`config.mk`:
```
export PLATFORM = sky130hd
export DESIGN_NAME = collision_scheduler
export DESIGN_NICKNAME = d
export VERILOG_FILES = /design/src/rtl/collision_scheduler_pkg.sv /design/src/rtl/collision_scheduler_abs.sv /design/src/rtl/collision_scheduler.sv
export SDC_FILE = /design/constraint.sdc
export NUM_CORES = 1
export LEC_CHECK = 0
export ABC_AREA = 1
export CAP_MARGIN = 0
export CORE_MARGIN = 2
export CORE_UTILIZATION = 55
export CTS_BUF_LIST = sky130_fd_sc_hd__clkbuf_16
export DETAILED_ROUTE_END_ITERATION = 10
export PLACE_DENSITY = 0.81
export SLEW_MARGIN = 20
export SYNTH_ARGS = -nofsm -noshare
export SYNTH_HDL_FRONTEND = slang
export SYNTH_SLANG_ARGS = --single-unit
```
`constraint.sdc`:
```
create_clock -name clk -period 15.2 [get_ports clk]
set_input_delay 3.04 -clock clk [delete_from_list [all_inputs] [get_ports clk]]
set_output_delay 3.04 -clock clk [all_outputs]
set_load 0.01 [all_outputs]
```
`src/rtl/collision_scheduler_pkg.sv`:
```
// Shared constants and types for the collision scheduler and its bench.
// Holds the default object count, the index-width helper and the FSM encoding.
// No logic lives here.
package collision_scheduler_pkg;

  // Default number of tracked objects.
  localparam int N_OBJ_DEF = 10;

  // Width needed to index n objects.
  function automatic int idx_width(input int n);
    return (n > 1) ? $clog2(n) : 1;
  endfunction

  localparam int IDX_W = idx_width(N_OBJ_DEF);

  typedef enum logic [1:0] {
    ST_IDLE   = 2'd0,
    ST_CALC_X = 2'd1,
    ST_CALC_Y = 2'd2,
    ST_DONE   = 2'd3
  } state_t;

endpackage

```
`src/rtl/collision_scheduler_abs.sv`:
```
// Absolute difference of two bytes, squared.
// Purely combinational: this is the single shared 8x8 multiplier.
// No handshake; the caller muxes operands and registers the result.
module abs_diff_sq (
  input  logic [7:0]  a,
  input  logic [7:0]  b,
  output logic [15:0] sq
);

  logic [7:0] d;

  // |a-b| stays within 8 bits, so the square fits exactly in 16 bits.
  always_comb begin
    d  = (a >= b) ? (a - b) : (b - a);
    sq = {8'd0, d} * {8'd0, d};
  end

endmodule

```
`src/rtl/collision_scheduler.sv`:
```
// Sequential per-object squared-distance check against a radius threshold.
// Two cycles per object plus one DONE cycle; done pulses 21 cycles after start cycle (N_OBJ=10).
// start/clear are only honoured in IDLE; requests while busy are dropped.
module collision_scheduler
  import collision_scheduler_pkg::*;
#(
  parameter int N_OBJ = N_OBJ_DEF
) (
  input  logic                 clk,
  input  logic                 reset,
  input  logic                 start,
  input  logic                 clear,
  input  logic [7:0]           self_x,
  input  logic [7:0]           self_y,
  input  logic [8*N_OBJ-1:0]   obj_x_flat,
  input  logic [8*N_OBJ-1:0]   obj_y_flat,
  input  logic [N_OBJ-1:0]     obj_valid,
  input  logic [N_OBJ-1:0]     touch_edge,
  input  logic [15:0]          radius_sq,
  output logic                 busy,
  output logic                 done,
  output logic [N_OBJ-1:0]     crash,
  output logic                 game_is_over
);

  localparam int IW = idx_width(N_OBJ);

  state_t state, state_nxt;

  logic [IW-1:0]      idx;
  logic [7:0]         self_x_q, self_y_q;
  logic [8*N_OBJ-1:0] obj_x_q, obj_y_q;
  logic [N_OBJ-1:0]   valid_q, touch_q;
  logic [15:0]        radius_q;
  logic [15:0]        dx2_q;

  logic [7:0]         op_a, op_b;
  logic [15:0]        sq;
  logic [16:0]        sum;
  logic               hit;
  logic               last;
  logic               accept;
  logic [N_OBJ-1:0]   crash_nxt;

  assign accept = (state == ST_IDLE) && start && !clear;
  assign last   = (idx == IW'(N_OBJ - 1));
  assign busy   = (state != ST_IDLE);
  assign done   = (state == ST_DONE);

  // Steer the shared multiplier: x operands in CALC_X, y operands otherwise.
  always_comb begin
    op_a = self_x_q;
    op_b = obj_x_q[8*idx +: 8];
    if (state == ST_CALC_Y) begin
      op_a = self_y_q;
      op_b = obj_y_q[8*idx +: 8];
    end
  end

  abs_diff_sq u_abs_diff_sq (
    .a  (op_a),
    .b  (op_b),
    .sq (sq)
  );

  // 17-bit sum so two maximal squares (130050) never wrap; compare is inclusive.
  always_comb begin
    sum            = {1'b0, dx2_q} + {1'b0, sq};
    hit            = valid_q[idx] & (sum <= {1'b0, radius_q});
    crash_nxt      = crash;
    crash_nxt[idx] = hit;
  end

  // State register.
  always_ff @(posedge clk) begin
    if (reset) state <= ST_IDLE;
    else       state <= state_nxt;
  end

  // Next-state logic: fixed walk over every object, invalid ones included.
  always_comb begin
    state_nxt = state;
    case (state)
      ST_IDLE:   if (accept) state_nxt = ST_CALC_X;
      ST_CALC_X: state_nxt = ST_CALC_Y;
      ST_CALC_Y: state_nxt = last ? ST_DONE : ST_CALC_X;
      ST_DONE:   state_nxt = ST_IDLE;
      default:   state_nxt = ST_IDLE;
    endcase
  end

  // Snapshot, per-object results and the sticky game-over flag.
  always_ff @(posedge clk) begin
    if (reset) begin
      idx          <= '0;
      crash        <= '0;
      game_is_over <= 1'b0;
      dx2_q        <= '0;
      self_x_q     <= '0;
      self_y_q     <= '0;
      obj_x_q      <= '0;
      obj_y_q      <= '0;
      valid_q      <= '0;
      touch_q      <= '0;
      radius_q     <= '0;
    end else begin
      case (state)
        ST_IDLE: begin
          if (clear) begin
            crash        <= '0;
            game_is_over <= 1'b0;
          end else if (start) begin
            self_x_q <= self_x;
            self_y_q <= self_y;
            obj_x_q  <= obj_x_flat;
            obj_y_q  <= obj_y_flat;
            valid_q  <= obj_valid;
            touch_q  <= touch_edge;
            radius_q <= radius_sq;
            crash    <= '0;
            idx      <= '0;
          end
        end
        ST_CALC_X: dx2_q <= sq;
        ST_CALC_Y: begin
          crash <= crash_nxt;
          if (last) begin
            idx <= '0;
            // Updated on entry to DONE so the flag is visible alongside done.
            if (|(crash_nxt | touch_q)) game_is_over <= 1'b1;
          end else begin
            idx <= idx + 1'b1;
          end
        end
        default: ;
      endcase
    end
  end

endmodule

```
==> run summary, run 1 <==
Run status: finished, final reports clean
Final ANT Viol Nets: 0
Critical path launch point type: flop
Relative slew slack: 0.3556
Via count: 13,197
Post-Route Setup TNS: 0 ns
Sink Count: 244
Max FO, Critical Path: 77
Placed cell count: 2,330
Buf/Inv on CP: 12
Clk_lat worst skew: 0.54 ns
Detailed Route WL: 40.51 mm
Fmax: 93.18 MHz
Post-CTS Setup Bufs: 0
Worst-path clk slew: 0.06 ns
Initial Util: 0.5628
Distinct cells, synth: 46
Data required time of the worst path: 15.62 ns
Routed wire per std cell: 17.01 microns
Synth Instances: 1,874
First-pass GRT wire length: 63.66 mm
# hold bufs at CTS: 0
Die height: 159.2 microns
Num CTS Buffers: 28
Critical path's most frequent cell: nand2_1
Final Critical Period: 10.73 ns
Xor and xnor area share after synthesis: 0.02890
Synthesized cell area: 13,250 sq um
Pins Over Slew Limit: 0
RSZ-0062 raised after global routing: no
DR DRC count: 0
Largest family of logic cells by synthesized area: simple AND/OR/NAND/NOR gates
Remaining Overflow, GRT: 0
Largest net degree at the start of global routing: 127
H-tree levels: 1
Clock Skews: 0.01429 ns
Final setup viols: 0
DRT Pass-1 Iters: 9
Die area: 25,350 sq um
TritonCTS clock tree: yes
Routed vias/inst: 5.540
RePlAce Congestion: 0.9485
Worst-margin pin slew: 0.9665 ns
Ys Warns: 0
Multiplexer share of the synthesized area: 0
Initial drt markers: 930
Period utilization: 0.7061
Root Buffer: clkbuf_16
Post-cts gate resize count: 0
Reg-to-reg setup timing slack: 4.47 ns
Fin. Hold Viols: 0
Post-DP HPWL: 29.58 mm
Die W: 159.2 microns
Simple-gate portion of the synthesized area: 0.2248
Endpoint class of the critical path: flop
Io pins: 229
Non-filler cells, final: 2,382
Critical path's slowest cell: buf_4
# nets final: 2,360
Vias in the first global route: 12,517
Max Buffers Root-to-Sink: 3
Core Area: 23,540 sq um
Layout cells sized above 1: 0.04799
Crit-path leading delay family: adder cells
Rows: 56
Synth Register Bits: 244
Register area share after synthesis: 0.3686
Arrival @ worst endpoint: 11.15 ns
Port Buffers: 228
ANT cells: 0
Synth Area in Adders: 0.1114
Syn Nets: 2,193
Post-synthesis compound-gate area fraction: 0.1942
Initial antenna violation count: 1
Max-capacitance violation count: 0
Crit-path max cell delay: 0.58 ns
Synth Area per Inst: 7.071 sq um
Layout area overhead: 25.13%
Total track usage: 0.3092
Crit Path Class: flop to flop
HP Class: flop to flop
-- metal layers --
metal,track usage,wire [microns],vias to the layer above
met2,0.5342,19000,511
met4,0.1310,1887,2
met5,0,11,-
li1,-,-,6455
met3,0.04454,2585,114
met1,0.3870,17030,6115
-- state kept, by name, summed over array words and instances (netlist names) --
name and flops:
crash 10, dx2_q 15, game_is_over 1, idx 4, obj_x_q 80, obj_y_q 80
radius_q 16, self_x_q 8, self_y_q 8, state 2, touch_q 10, valid_q 10
-- Yosys cell counts (all sizes together) --
library cell | number | area share
clkbuf | 100 | 0.028
nand3 | 23 | 0.0091
o21bai | 2 | 0.0011
nor3 | 26 | 0.0098
o221ai | 2 | 0.0013
inv | 146 | 0.041
dfxtp | 244 | 0.37
and3 | 1 | 0.00047
o22ai | 26 | 0.012
a21o | 4 | 0.0023
a32o | 7 | 0.0053
ha | 78 | 0.074
nand4 | 2 | 0.00094
clkinv | 2 | 0.00057
a211oi | 4 | 0.0026
or2 | 15 | 0.0071
and2 | 1 | 0.00047
fa | 25 | 0.038
a21oi | 106 | 0.040
a22oi | 5 | 0.0028
o31ai | 2 | 0.0011
nand2 | 172 | 0.049
xor2 | 29 | 0.022
o21ai | 309 | 0.12
nor4 | 2 | 0.00094
buf | 5 | 0.0017
nand3b | 1 | 0.00057
xnor2 | 10 | 0.0072
a221oi | 9 | 0.0059
o2111ai | 1 | 0.00066
o211ai | 1 | 0.00057
nor2 | 514 | 0.15
-- layout by cell type (no fill, tap or decap), types with 4 or more instances in the layout --
master	instances
nor2_1	510
o21ai_0	300
dfxtp_1	244
clkdlybuf4s50_1	228
nand2_1	169
inv_1	144
a21oi_1	105
ha_1	78
clkbuf_16	28
nor3_1	26
xor2_1	26
o22ai_1	26
fa_1	25
nand3_1	21
or2_2	14
buf_4	14
a221oi_1	9
xnor2_1	9
clkinv_2	9
o21ai_1	7
inv_2	7
a32o_1	7
a22oi_1	5
a21o_1	4
-- logic make-up after synthesis --
| group | after synthesis |
|---|---|
| buffers and inverters | 253 |
| AO/OA/AOI/OAI | 478 |
| adder cells (fa/ha/maj) | 103 |
| flip-flops | 244 |
| XOR/XNOR | 39 |
| AND/OR/NAND/NOR | 757 |
-- worst paths after layout --
path | endpoint | depth (start not counted) | from
worst max-delay path | game_is_over | 59 | state[1]
worst min-delay path | radius_q[6] | 2 | radius_q[6]
worst max register to register | game_is_over | 59 | state[1]
worst min register to register | radius_q[6] | 2 | radius_q[6]
-- cell type report --
cell class,count,area [sq um]
inverters,148,563.0
flip-flops and latches,244,4885
multi-input cells,1377,7437
clock inverters,24,207.7
fillers,1993,6963
repair buffers,242,2387
well taps,319,399.1
clock buffers,28,700.7
-- tightest hold or removal path, delay by kind of cell, from the launching register on --
kind                   cells  cell delay [ns]
buffers and inverters      1             0.06
flip-flops                 1             0.30
AO/OA/AOI/OAI              1             0.06
-- metrics by stage --
stage / instance area (sq um) / worst slack [ns] / hold WS (ns) / util
final: 16580 / 4.468 / 0.4605 / 0.7042
after global routing: 16580 / 3.568 / 0.4768 / 0.7042
after CTS: 16580 / 4.609 / 0.4628 / 0.7042
after detailed placement: 15670 / 4.661 / 0.4529 / 0.6657
after global placement: 15670 / 4.948 / 0.4479 / 0.6654
after floorplan: 13250 / 6.360 / 0.4245 / -
Power of run 1 is left out: the tool's default activity adds up to more than one toggle a clock period on the data nets, which glitch-free logic cannot reach.
==> run 2: changes to the inputs <==
--- a/config.mk
+++ b/config.mk
@@ -8,10 +8,10 @@
 export ABC_AREA = 1
 export CAP_MARGIN = 0
 export CORE_MARGIN = 2
-export CORE_UTILIZATION = 55
+export CORE_UTILIZATION = 54
 export CTS_BUF_LIST = sky130_fd_sc_hd__clkbuf_16
 export DETAILED_ROUTE_END_ITERATION = 10
-export PLACE_DENSITY = 0.81
+export PLACE_DENSITY = 0.79
 export SLEW_MARGIN = 20
 export SYNTH_ARGS = -nofsm -noshare
 export SYNTH_HDL_FRONTEND = slang
==> constraint.sdc (replaced) <==
create_clock -name clk -period 10 [get_ports clk]
set_input_delay 2 -clock clk [delete_from_list [all_inputs] [get_ports clk]]
set_output_delay 2 -clock clk [all_outputs]
set_load 0.01 [all_outputs]
==> run 2 against run 1 <==
Sequential share of layout area decreased by 0.72 points. Core utilization fell by 0.093 points. Cell count up 0.88%. Critical path depth is 3 lower. Highest routed layer is now met4. Largest cell class unchanged. Count of clock-buffer cells in the layout down 3. Critical path type unchanged. Hold slack better by 0.0052 ns.
==> run summary, run 2 (synthesized netlist as in run 1, its figures left out) <==
Run status: finished, final reports clean
Final ANT Viol Nets: 0
Initial antenna violation count: 0
Post-DP HPWL: 29.50 mm
Num CTS Buffers: 25
Pre-CTS WS: 0.02550 ns
Post-Route Setup TNS: 0 ns
Clock Skews: 0.02279 ns
Io pins: 229
Sink Count: 244
DRT Pass-1 Iters: 5
Arrival @ worst endpoint: 10.02 ns
Vias in the first global route: 12,613
Remaining Overflow, GRT: 0
Root Buffer: clkbuf_16
Commonest non-fill, non-tap cell in the layout: nor2_1
Commonest non-fill, non-tap cells in the layout: 509 x nor2_1, 280 x o21ai_0, 242 x dfxtp_1, 228 x clkdlybuf4s50_1, 167 x nand2_1
Core Area: 24,180 sq um
# hold bufs at CTS: 0
Critical path launch point type: flop
Period utilization: 0.9603
RePlAce Congestion: 0.9763
Endpoint class of the critical path: flop
Pins Over Slew Limit: 0
Max Buffers Root-to-Sink: 3
Worst-path clk slew: 0.06 ns
Port Buffers: 228
Critical path's most frequent cell: nand2_1
Initial Util: 0.5481
Detailed Route WL: 40.50 mm
Die height: 160.6 microns
Crit Path Class: flop to flop
Clk_lat worst skew: 0.55 ns
Rows: 57
First-pass GRT wire length: 63.25 mm
Critical path's slowest cell: fa_1
Fin. Hold Viols: 0
Crit-path max cell delay: 0.61 ns
Min setup slack post-route: 0.3973 ns
Final setup viols: 0
Total track usage: 0.3037
TritonCTS clock tree: yes
Layout cells sized above 1: 0.07215
Fmax: 104.1 MHz
Biggest regs: obj_x_q x80, obj_y_q x80, radius_q x16
Initial drt markers: 1,367
Largest net degree at the start of global routing: 144
# nets final: 2,379
Layout area overhead: 28.33%
H-tree levels: 1
Max FO, Critical Path: 25
DR DRC count: 0
Worst-margin pin slew: 1.045 ns
Max-capacitance violation count: 0
Die area: 25,810 sq um
Data required time of the worst path: 10.42 ns
Via count: 13,258
Routed wire per std cell: 16.86 microns
Routed vias/inst: 5.517
Relative slew slack: 0.3034
HP Class: flop to flop
ANT cells: 0
Die W: 160.6 microns
Final Critical Period: 9.603 ns
run 2: worst max-delay path: cells and delay by family, from the launching register on:
kind / cells / cell delay (ns)
and+or+nand+nor: 24 / 2.26
AOI/OAI and AO/OA: 12 / 1.77
adders and majority gates: 8 / 3.44
xor gates and xnor gates: 3 / 0.65
DFF: 1 / 0.37
buffers and inverters: 9 / 0.94
run 2: per-layer routing:
metal / share of wire / track usage
met5: 0 / 0
met1: 0.42 / 0.3868
met2: 0.48 / 0.5231
met3: 0.071 / 0.04545
met4: 0.034 / 0.1126
run 2: layout make-up:
type	count	area [sq um]
multi-input cells	1377	7629
fillers	1966	7173
flip-flops and latches	244	4887
repair buffers	264	2619
clock buffers	25	625.6
inverters	148	575.6
well taps	324	405.4
clock inverters	21	262.8
run 2: worst paths after layout:
check             cells after the start   startpoint  slack [ns]      endpoint
setup / recovery                     56     state[1]        0.40  game_is_over
hold reg to reg                       2  radius_q[4]        0.47   radius_q[4]
hold / removal                        2  radius_q[4]        0.47   radius_q[4]
setup reg to reg                     56     state[1]        0.40  game_is_over
run 2: through the flow:
step,cell area [sq um],utilization,hold WS [ns],instances
6_report,17000,0.7033,0.4656,2403
5_1_grt,17000,0.7033,0.4823,2403
4_1_cts,16660,0.6890,0.4682,2389
3_5_place_dp,15770,0.6523,0.4595,2343
3_3_place_gp,15770,0.6523,0.4450,2343
2_1_floorplan,13250,-,0.4245,1874
run 2: what timing repair did:
item                       4_1_cts  5_1_grt
gates cloned                     0        1
setup endpoints to repair        1       11
pin swaps                        0        8
resized for setup                1       69
setup buffers                    0       13
Power of run 2 is left out for the same reason.
